==> src/rtl/word_unpacker_if.sv <==
// Handshake bundle between a packed-word source, a field consumer and the word_unpacker.
// The master side drives words, requests and flush; the slave side returns readiness, fields and the bit count.
interface word_unpacker_if #(
  parameter int WIDTH   = 128,
  parameter int MAX_LEN = 32,
  parameter int LEN_W   = $clog2(MAX_LEN + 1),
  parameter int CNT_W   = $clog2(2 * WIDTH + 1)
);
  logic               i_word_valid;
  logic               o_word_ready;
  logic [WIDTH-1:0]   i_word;
  logic               i_req_valid;
  logic [LEN_W-1:0]   i_req_len;
  logic               o_req_ready;
  logic               o_field_valid;
  logic [MAX_LEN-1:0] o_field;
  logic [CNT_W-1:0]   o_count;
  logic               i_flush;

  modport master (
    output i_word_valid, i_word, i_req_valid, i_req_len, i_flush,
    input  o_word_ready, o_req_ready, o_field_valid, o_field, o_count
  );

  modport slave (
    input  i_word_valid, i_word, i_req_valid, i_req_len, i_flush,
    output o_word_ready, o_req_ready, o_field_valid, o_field, o_count
  );
endinterface

==> src/rtl/word_unpacker.sv <==
// Bit-stream unpacker: buffers packed WIDTH-bit words in a 2*WIDTH MSB-aligned window
// and hands out MSB-first fields of 0..MAX_LEN bits, straddling word boundaries transparently.
module word_unpacker #(
  parameter int WIDTH   = 128,
  parameter int MAX_LEN = 32,
  parameter int LEN_W   = $clog2(MAX_LEN + 1),
  parameter int CNT_W   = $clog2(2 * WIDTH + 1)
) (
  input logic            i_clk,
  input logic            i_reset,
  word_unpacker_if.slave bus
);
  localparam int BUF_W = 2 * WIDTH;
  localparam int EXT_W = CNT_W + 1;

  logic [BUF_W-1:0]   buf_reg;
  logic [BUF_W-1:0]   buf_next;
  logic [BUF_W-1:0]   shifted;
  logic [BUF_W-1:0]   keep_mask;
  logic [BUF_W-1:0]   word_ext;
  logic [CNT_W-1:0]   count_reg;
  logic [CNT_W-1:0]   count_next;
  logic [CNT_W-1:0]   count_after;
  logic [MAX_LEN-1:0] field_reg;
  logic [MAX_LEN-1:0] field_next;
  logic               field_valid_reg;
  logic [LEN_W-1:0]   len;
  logic               word_ready;
  logic               req_ready;
  logic               served;
  logic               accepted;

  assign len = (bus.i_req_len > LEN_W'(MAX_LEN)) ? LEN_W'(MAX_LEN) : bus.i_req_len;

  // Readiness looks only at the registered count, so a word arriving this cycle cannot serve a request this cycle.
  assign word_ready = !i_reset && !bus.i_flush && (count_reg <= CNT_W'(WIDTH));
  assign req_ready  = !i_reset && !bus.i_flush && (count_reg >= CNT_W'(len));
  assign served     = bus.i_req_valid && req_ready;
  assign accepted   = bus.i_word_valid && word_ready;

  assign shifted     = served ? (buf_reg << len) : buf_reg;
  assign count_after = served ? (count_reg - CNT_W'(len)) : count_reg;

  // The new word lands directly behind the bits that survive this cycle's consume.
  assign word_ext = {bus.i_word, {WIDTH{1'b0}}} >> count_after;

  generate
    for (genvar gi = 0; gi < BUF_W; gi++) begin : g_keep
      assign keep_mask[gi] = ({1'b0, count_after} + EXT_W'(gi)) >= EXT_W'(BUF_W);
    end
  endgenerate

  assign buf_next   = accepted ? ((shifted & keep_mask) | word_ext) : shifted;
  assign count_next = accepted ? (count_after + CNT_W'(WIDTH)) : count_after;

  // Right-justify the top len bits; a shift of MAX_LEN yields zero for len = 0.
  assign field_next = buf_reg[BUF_W-1 -: MAX_LEN] >> (LEN_W'(MAX_LEN) - len);

  always_ff @(posedge i_clk) begin
    if (i_reset) begin
      buf_reg         <= '0;
      count_reg       <= '0;
      field_reg       <= '0;
      field_valid_reg <= 1'b0;
    end else if (bus.i_flush) begin
      count_reg       <= '0;
      field_valid_reg <= 1'b0;
    end else begin
      buf_reg         <= buf_next;
      count_reg       <= count_next;
      field_valid_reg <= served;
      if (served) begin
        field_reg <= field_next;
      end
    end
  end

  assign bus.o_word_ready  = word_ready;
  assign bus.o_req_ready   = req_ready;
  assign bus.o_field       = field_reg;
  assign bus.o_field_valid = field_valid_reg;
  assign bus.o_count       = count_reg;
endmodule

==> src/flat_wrapper.sv <==
// flat-port wrapper written by rule: the top's interface ports become plain ports
module word_unpacker_flat 
#(
  parameter int WIDTH   = 128,
  parameter int MAX_LEN = 32,
  parameter int LEN_W   = $clog2(MAX_LEN + 1),
  parameter int CNT_W   = $clog2(2 * WIDTH + 1)
)
  (i_clk, i_reset, bus_i_word_valid, bus_i_word, bus_i_req_valid, bus_i_req_len, bus_i_flush, bus_o_word_ready, bus_o_req_ready, bus_o_field_valid, bus_o_field, bus_o_count);
  word_unpacker_if #(.WIDTH(WIDTH), .MAX_LEN(MAX_LEN), .LEN_W(LEN_W), .CNT_W(CNT_W)) bus_i ();
  input logic i_clk;
  input logic i_reset;
  input wire logic [$bits(bus_i.i_word_valid)-1:0] bus_i_word_valid;
  input wire logic [$bits(bus_i.i_word)-1:0] bus_i_word;
  input wire logic [$bits(bus_i.i_req_valid)-1:0] bus_i_req_valid;
  input wire logic [$bits(bus_i.i_req_len)-1:0] bus_i_req_len;
  input wire logic [$bits(bus_i.i_flush)-1:0] bus_i_flush;
  output wire logic [$bits(bus_i.o_word_ready)-1:0] bus_o_word_ready;
  output wire logic [$bits(bus_i.o_req_ready)-1:0] bus_o_req_ready;
  output wire logic [$bits(bus_i.o_field_valid)-1:0] bus_o_field_valid;
  output wire logic [$bits(bus_i.o_field)-1:0] bus_o_field;
  output wire logic [$bits(bus_i.o_count)-1:0] bus_o_count;
  assign bus_i.i_word_valid = bus_i_word_valid;
  assign bus_i.i_word = bus_i_word;
  assign bus_i.i_req_valid = bus_i_req_valid;
  assign bus_i.i_req_len = bus_i_req_len;
  assign bus_i.i_flush = bus_i_flush;
  assign bus_o_word_ready = bus_i.o_word_ready;
  assign bus_o_req_ready = bus_i.o_req_ready;
  assign bus_o_field_valid = bus_i.o_field_valid;
  assign bus_o_field = bus_i.o_field;
  assign bus_o_count = bus_i.o_count;
  word_unpacker #(.WIDTH(WIDTH), .MAX_LEN(MAX_LEN), .LEN_W(LEN_W), .CNT_W(CNT_W)) u_core (.i_clk(i_clk), .i_reset(i_reset), .bus(bus_i));
endmodule
==> config.mk <==
export PLATFORM = sky130hd
export DESIGN_NAME = word_unpacker_flat
export DESIGN_NICKNAME = d
export VERILOG_FILES = /design/src/rtl/word_unpacker_if.sv /design/src/rtl/word_unpacker.sv /design/src/flat_wrapper.sv
export SDC_FILE = /design/constraint.sdc
export NUM_CORES = 2
export LEC_CHECK = 0
export CAP_MARGIN = 0
export CORE_MARGIN = 2
export CORE_UTILIZATION = 35
export CTS_BUF_LIST = sky130_fd_sc_hd__clkbuf_4
export CTS_CLUSTER_SIZE = 14
export DETAILED_ROUTE_END_ITERATION = 6
export PLACE_DENSITY = 0.53
export SYNTH_ARGS = -nofsm -noshare
export SYNTH_HDL_FRONTEND = slang
export SYNTH_SLANG_ARGS = --single-unit
==> constraint.sdc <==
create_clock -name i_clk -period 18.7 [get_ports i_clk]
set_clock_uncertainty 0.1 [all_clocks]
set_input_delay 2.805 -clock i_clk [delete_from_list [all_inputs] [get_ports i_clk]]
set_output_delay 2.805 -clock i_clk [all_outputs]
set_load 0.01 [all_outputs]
Yosys cells after proc, flatten, opt, wreduce, memory -nomap -nowiden
Cells that the tools add are included.
{ "totals": {"wordCells": 541, "register_bits": 298, "out_inout_bits": 44, "in_bits": 139} }
{ "classes": {"n_shift": 3, "mux": 5, "bitwise_logic": 3, "reduce_logical": 9, "add_sub_neg": 258, "magnitude_cmp": 259} }
{ "op_table": {"columns": ["cell", "count"], "rows": [
  ["$ge 10x9->1 const B", 255],
  ["$add 9x8->10 const B", 128],
  ["$add 9x7->10 const B", 64],
  ["$mux 256", 2],
  ["$add 9x6->10 const B", 32],
  ["$and 256x256->256", 1],
  ["$or 256x256->256", 1],
  ["$shl 256x6->256", 1],
  ["$shr 256x9->256", 1],
  ["$add 9x5->10 const B", 16],
  ["$add 9x4->10 const B", 8],
  ["$add 9x3->10 const B", 4],
  ["$shr 32x6->32", 1],
  ["$add 9x2->10 const B", 2],
  ["$mux 9", 2],
  ["$add 9x1->10 const B", 1],
  ["$add 9x8->9 const B", 1],
  ["$ge 9x6->1", 1],
  ["$ge 9x9->1 const B", 1],
  ["$le 9x8->1 const B", 1],
  ["$sub 9x6->9", 1],
  ["$gt 6x6->1 const B", 1],
  ["$mux 6", 1],
  ["$sub 6x6->6 const A", 1],
  ["other kinds (5)", 10]
]} }

Longest topological paths before layout
{ "depth": {"word_depth": 11, "ltp_mapped": 29, "depth_no_buf": 19} }

Least setup slack after synthesis
Ideal clock, no wire load.
{ "synth_timing": {"kind": "input to register", "start": "input port bus_i_req_len[3]", "end": "register u_core.buf_reg[207]", "t_required_ns": 18.472, "cell_stages": 27, "setup_time_ns": 0.128, "path_buffers": 11, "path_slack_ns": 9.653, "arrival_time_ns": 8.819, "path_cell_list": "nor2b_1 clkbuf_1 inv_1 clkbuf_1 clkbuf_1 clkbuf_1 clkbuf_1 ha_1 and3_1 clkbuf_1 and2_1 a22oi_4 inv_4 and4_1 xnor2_1 clkinv_1 clkbuf_1 clkbuf_1 ha_1 clkbuf_1 and2_0 clkbuf_1 nor3_1 clkbuf_1 o311ai_0 a2bb2oi_1 nor2_1"} }
{ "synth_via": {"elab_chain_cells": 11, "word_cells_on_any_way": 15, "classes_between": "add/sub (2); order compare (3); shift (2); mux (4); bitwise (2); reduce/logical (2)"} }
{ "synth_lines": {"columns": ["item", "line", "rtl"], "rows": [
  ["start, declared", "flat_wrapper.sv:16", "input wire logic [$bits(bus_i.i_req_len)-1:0] bus_i_req_len;"],
  ["$gt 6x6->1", "word_unpacker.sv:33", "assign len = (bus.i_req_len > LEN_W'(MAX_LEN)) ? LEN_W'(MAX_LEN) : bus.i_req_len;"],
  ["$mux 6 *", "word_unpacker.sv:33", null],
  ["$ge 9x6->1", "word_unpacker.sv:37", "assign req_ready = !i_reset && !bus.i_flush && (count_reg >= CNT_W'(len));"],
  ["$logic_and 1x1->1", "word_unpacker.sv:37", null],
  ["$logic_and 1x1->1", "word_unpacker.sv:38", "assign served = bus.i_req_valid && req_ready;"],
  ["$mux 9", "word_unpacker.sv:42", "assign count_after = served ? (count_reg - CNT_W'(len)) : count_reg;"],
  ["$add 9x8->10", "word_unpacker.sv:49", "assign keep_mask[gi] = ({1'b0, count_after} + EXT_W'(gi)) >= EXT_W'(BUF_W);"],
  ["$ge 10x9->1", "word_unpacker.sv:49", null],
  ["$and 256x256->256", "word_unpacker.sv:53", "assign buf_next = accepted ? ((shifted & keep_mask) | word_ext) : shifted;"],
  ["$or 256x256->256", "word_unpacker.sv:53", null],
  ["$mux 256 *", "word_unpacker.sv:53", null],
  ["end signal, assigned", "word_unpacker.sv:69", "buf_reg <= buf_next;"],
  ["end, declared", "word_unpacker.sv:16", "logic [BUF_W-1:0] buf_reg;"]
]} }
Every way passes the cells marked *; elsewhere a longest branch is shown, timed or not.
A chain may end at the register's enable or synchronous reset.

Worst setup path in the final report
{ "layout_timing": {"start": "input port bus_i_req_len[3]", "end": "register u_core.buf_reg[164]"} }
Same word-level chain as after synthesis.

==> run_summary.xml <==
<?xml version="1.0" encoding="UTF-8"?>
<metrics>
  <group name="outcome">
    <metric name="run_status" unit="">complete, but fails checks</metric>
    <metric name="violations" unit="">design-rule violations, max-capacitance violations, max-slew violations</metric>
  </group>
  <group name="clock_network">
    <metric name="post_cts_resize_count" unit="">0</metric>
    <metric name="ctsHtreeMaxLevel" unit="">3</metric>
    <metric name="max-clock-path-buffers" unit="">3</metric>
    <metric name="hold_buffers" unit="">0</metric>
    <metric name="post_cts_buffers" unit="">0</metric>
    <metric name="ctsRootBufferMaster" unit="">sky130_fd_sc_hd__clkbuf_4</metric>
    <metric name="clock-sinks" unit="">298</metric>
    <metric name="cts_made_buffers" unit="">104</metric>
    <metric name="clkTransAtPathRegs" unit="ps">60</metric>
    <metric name="clk_latency" unit="ps">1170</metric>
    <metric name="cts_tree" unit="">done</metric>
  </group>
  <group name="floorplan">
    <metric name="num_io_pins" unit="">183</metric>
    <metric name="initial_utilization" unit="">0.353</metric>
    <metric name="chipWidth" unit="microns">379</metric>
    <metric name="core_area" unit="sq mm">0.140</metric>
    <metric name="placementRows" unit="">137</metric>
    <metric name="die-area" unit="sq mm">0.144</metric>
    <metric name="die_h" unit="microns">379</metric>
  </group>
  <group name="cells_and_area">
    <metric name="syn_to_final_growth" unit="%">11.7</metric>
    <metric name="final_common_cell" unit="">sky130_fd_sc_hd__mux2i_1</metric>
    <metric name="fillers" unit="">14851</metric>
    <metric name="layout.cells.most_common_list" unit="">1280 x sky130_fd_sc_hd__mux2i_1, 686 x sky130_fd_sc_hd__nand2_1, 611 x sky130_fd_sc_hd__a21oi_1, 546 x sky130_fd_sc_hd__o21ai_0, 491 x sky130_fd_sc_hd__nor2_1</metric>
    <metric name="largest_reg_flops" unit="">256</metric>
    <metric name="post_route_cells_drive_above_1_share" unit="">0.115</metric>
    <metric name="sequential_cell_area" unit="sq mm">0.00597</metric>
    <metric name="multi_input_area" unit="sq mm">0.0407</metric>
    <metric name="design.final.nets" unit="">6853</metric>
    <metric name="stdcell_area" unit="sq mm">0.0550</metric>
  </group>
  <group name="logic_synthesis">
    <metric name="synth_compound_gate_area_share" unit="">0.327</metric>
    <metric name="yosys-mux-area-fraction" unit="">0.314</metric>
    <metric name="synthesis.area_per_instance" unit="sq um">7.25</metric>
    <metric name="yosys_register_bits" unit="">298</metric>
    <metric name="ys_seq_area_frac" unit="">0.121</metric>
    <metric name="synth_warnings" unit="">0</metric>
    <metric name="number_of_enable_flip_flop_cells_after_synthesis" unit="">0</metric>
    <metric name="netlist_instances" unit="">6798</metric>
    <metric name="synth-async-reset-ratio" unit="">0</metric>
    <metric name="largest_family_of_logic_cells_by_synthesized_area" unit="">compound AO/OA/AOI/OAI gates</metric>
    <metric name="synth-simple-area-share" unit="">0.153</metric>
    <metric name="summed_instance_area_of_the_synthesized_netlist" unit="sq mm">0.0493</metric>
    <metric name="synth_fa_ha_area_frac" unit="">0.00244</metric>
    <metric name="syn-num-nets" unit="">6946</metric>
    <metric name="yosys.area_share.xor_xnor" unit="">0.0205</metric>
    <metric name="synth_flop_type" unit="">sky130_fd_sc_hd__dfxtp_1</metric>
    <metric name="synthDistinctLibCells" unit="">99</metric>
  </group>
  <group name="route">
    <metric name="drtPass1Iterations" unit="">7</metric>
    <metric name="maxUsedRoutingLayer" unit="">met5</metric>
    <metric name="drt-vias-per-instance" unit="">7.74</metric>
    <metric name="route.final.wire_length" unit="microns">430000</metric>
    <metric name="starting_drt_drc_count" unit="">13516</metric>
    <metric name="detailroute.via_count" unit="">67321</metric>
    <metric name="route.layer.met1.wl" unit="microns">158000</metric>
    <metric name="drc" unit="">42</metric>
    <metric name="detailroute.wirelength.met2" unit="microns">162000</metric>
    <metric name="wl_met3" unit="microns">65600</metric>
    <metric name="count_of_antenna_violating_nets_left_after_detailed_routing" unit="">0</metric>
    <metric name="routedWlPerCell" unit="microns">49.4</metric>
  </group>
  <group name="sta">
    <metric name="setup-violations-final" unit="">0</metric>
    <metric name="rsz0062_at_grt" unit="">false</metric>
    <metric name="worst-slew-pin-transition" unit="ps">1860</metric>
    <metric name="fin_tns_setup" unit="ps">0</metric>
    <metric name="report.final.slew_viol_count" unit="">44</metric>
    <metric name="post-route-period-util" unit="">0.599</metric>
    <metric name="timing.fmax" unit="MHz">89.3</metric>
    <metric name="slew-limit-headroom" unit="">-0.240</metric>
    <metric name="finalWorstPathRequiredPeriod" unit="ps">11200</metric>
    <metric name="finalHoldViolCount" unit="">0</metric>
  </group>
  <group name="global_routing">
    <metric name="pin_count_of_the_biggest_net_entering_global_routing" unit="">162</metric>
    <metric name="number_of_antenna_violations_at_the_first_check_in_global_routing" unit="">53</metric>
    <metric name="wire_length_of_the_first_global_routing_pass" unit="microns">564000</metric>
    <metric name="first_global_vias" unit="">60932</metric>
    <metric name="globalRoute.totalOverflow" unit="">0</metric>
    <metric name="grtUsageTotal" unit="">0.575</metric>
  </group>
  <group name="pwr">
    <metric name="cellLeakagePower" unit="nW">21.7</metric>
    <metric name="total_power" unit="mW">3.17</metric>
    <metric name="power_per_cell_area" unit="mW/mm^2">57.7</metric>
    <metric name="peakVddDrop" unit="mV">0.0411</metric>
  </group>
  <group name="placement">
    <metric name="dpl_hpwl" unit="microns">324000</metric>
    <metric name="numPortBuffers" unit="">182</metric>
    <metric name="place_area" unit="sq mm">0.0535</metric>
    <metric name="finalWeightedCongestion" unit="">1.15</metric>
  </group>
  <group name="worst_hold_path">
    <metric name="worstHoldPathType" unit="">flip-flop to flip-flop</metric>
  </group>
  <group name="setup_path">
    <metric name="crit_required" unit="ps">19550</metric>
    <metric name="worstSetupStartpointType" unit="">primary input</metric>
    <metric name="timing.critical_path.fanout_max" unit="">136</metric>
    <metric name="worst-endpoint-arrival" unit="ps">12050</metric>
    <metric name="critPathCaptureType" unit="">flip-flop</metric>
    <metric name="critical_path_class" unit="">primary input to flip-flop</metric>
  </group>
  <group name="job">
    <metric name="max_cap_viol_count" unit="">8</metric>
  </group>
</metrics>
path summary, 6_finish.rpt:
check / startpoint / to / slack [ps] / depth (start not counted)
setup / recovery: bus_i_req_len[3] / u_core.buf_reg[164] / 7500 / 18
hold reg to reg: u_core.bus.o_field[0] / u_core.bus.o_field[0] / 360 / 2
setup reg to reg: u_core.bus.o_count[3] / u_core.buf_reg[164] / 10650 / 13
hold / removal: u_core.bus.o_field[0] / u_core.bus.o_field[0] / 360 / 2
cells in the mapped netlist (all sizes together) (22+ instances only):
| cell | n | share of area |
|---|---|---|
| a2111oi | 35 | 0.0070 |
| a211o | 22 | 0.0039 |
| a211oi | 209 | 0.032 |
| a21o | 26 | 0.0041 |
| a21oi | 617 | 0.063 |
| a221o | 34 | 0.0069 |
| a221oi | 70 | 0.013 |
| a22oi | 147 | 0.023 |
| a31oi | 84 | 0.011 |
| a32oi | 35 | 0.0062 |
| and2 | 22 | 0.0028 |
| and3 | 79 | 0.010 |
| buf | 304 | 0.028 |
| clkbuf | 395 | 0.030 |
| dfxtp | 298 | 0.12 |
| inv | 37 | 0.0029 |
| mux2 | 88 | 0.020 |
| mux2i | 1292 | 0.26 |
| mux4 | 67 | 0.031 |
| nand2 | 697 | 0.053 |
| nand2b | 46 | 0.0058 |
| nand3 | 150 | 0.015 |
| nand4 | 31 | 0.0039 |
| nor2 | 517 | 0.040 |
| nor3 | 126 | 0.013 |
| o211ai | 160 | 0.024 |
| o21a | 28 | 0.0043 |
| o21ai | 573 | 0.058 |
| o221ai | 63 | 0.011 |
| o22ai | 80 | 0.010 |
| o31a | 41 | 0.0073 |
| o31ai | 39 | 0.0059 |
| xnor2 | 114 | 0.020 |
final cells by class:
cell class                 count  share of cell area
clock buffer                 156              0.0213
clock inverter                18             0.00268
multi-input combinational   5761               0.740
sequential                   298               0.108
tap                         1876              0.0427
inverter                      40             0.00328
antenna                       49             0.00223
timing repair buffer         500              0.0792
where the power goes:
| group | internal, mW | switching [mW] |
|---|---|---|
| Combinational | 0.444 | 1.14 |
| Clock | 0.403 | 0.416 |
| Sequential | 0.670 | 0.102 |
cell families (layout without fill, tap and decap cells):
family / after synthesis / in the layout
AOI/OAI and AO/OA: 2456 / 2456
and+or+nand+nor: 1734 / 1734
muxes: 1447 / 1447
buffers and inverters: 739 / 714
DFF: 298 / 298
xor gates and xnor gates: 115 / 115
adders and majority gates: 9 / 9
other: 0 / 49
through the flow:
step                       util  instances  setup WS, ps  hold slack [ps]
after floorplan               -       6798          9650              370
after global placement    0.383       8469          6650              351
after detailed placement  0.383       8472          6710              351
final                     0.394       8698          7500              362
after global routing      0.393       8659          7620              381
after CTS                 0.393       8646          7910              360
critical path, stage by stage:
cell                              delay (ps)
sky130_fd_sc_hd__clkdlybuf4s50_1         460
sky130_fd_sc_hd__buf_4                   310
sky130_fd_sc_hd__nor2b_4                 230
sky130_fd_sc_hd__buf_12                  510
sky130_fd_sc_hd__inv_6                   340
sky130_fd_sc_hd__ha_1                    530
sky130_fd_sc_hd__and3_1                  340
sky130_fd_sc_hd__o21ai_0                 250
sky130_fd_sc_hd__a211oi_2               1090
sky130_fd_sc_hd__nor2_4                  350
sky130_fd_sc_hd__buf_12                  320
sky130_fd_sc_hd__mux2i_4                 540
sky130_fd_sc_hd__mux2i_1                 410
sky130_fd_sc_hd__a222oi_1               1060
sky130_fd_sc_hd__o22ai_1                 700
sky130_fd_sc_hd__a22o_1                  420
sky130_fd_sc_hd__a21oi_1                 750
sky130_fd_sc_hd__o21ai_0                 150
layer usage:
metal	up-vias	global-route usage
met4	24	0.452
met3	1851	0.273
met1	32688	0.696
li1	25970	-
met2	6788	0.766
met5	-	0.00480
Note: power is estimated with default switching activity, not from simulation.
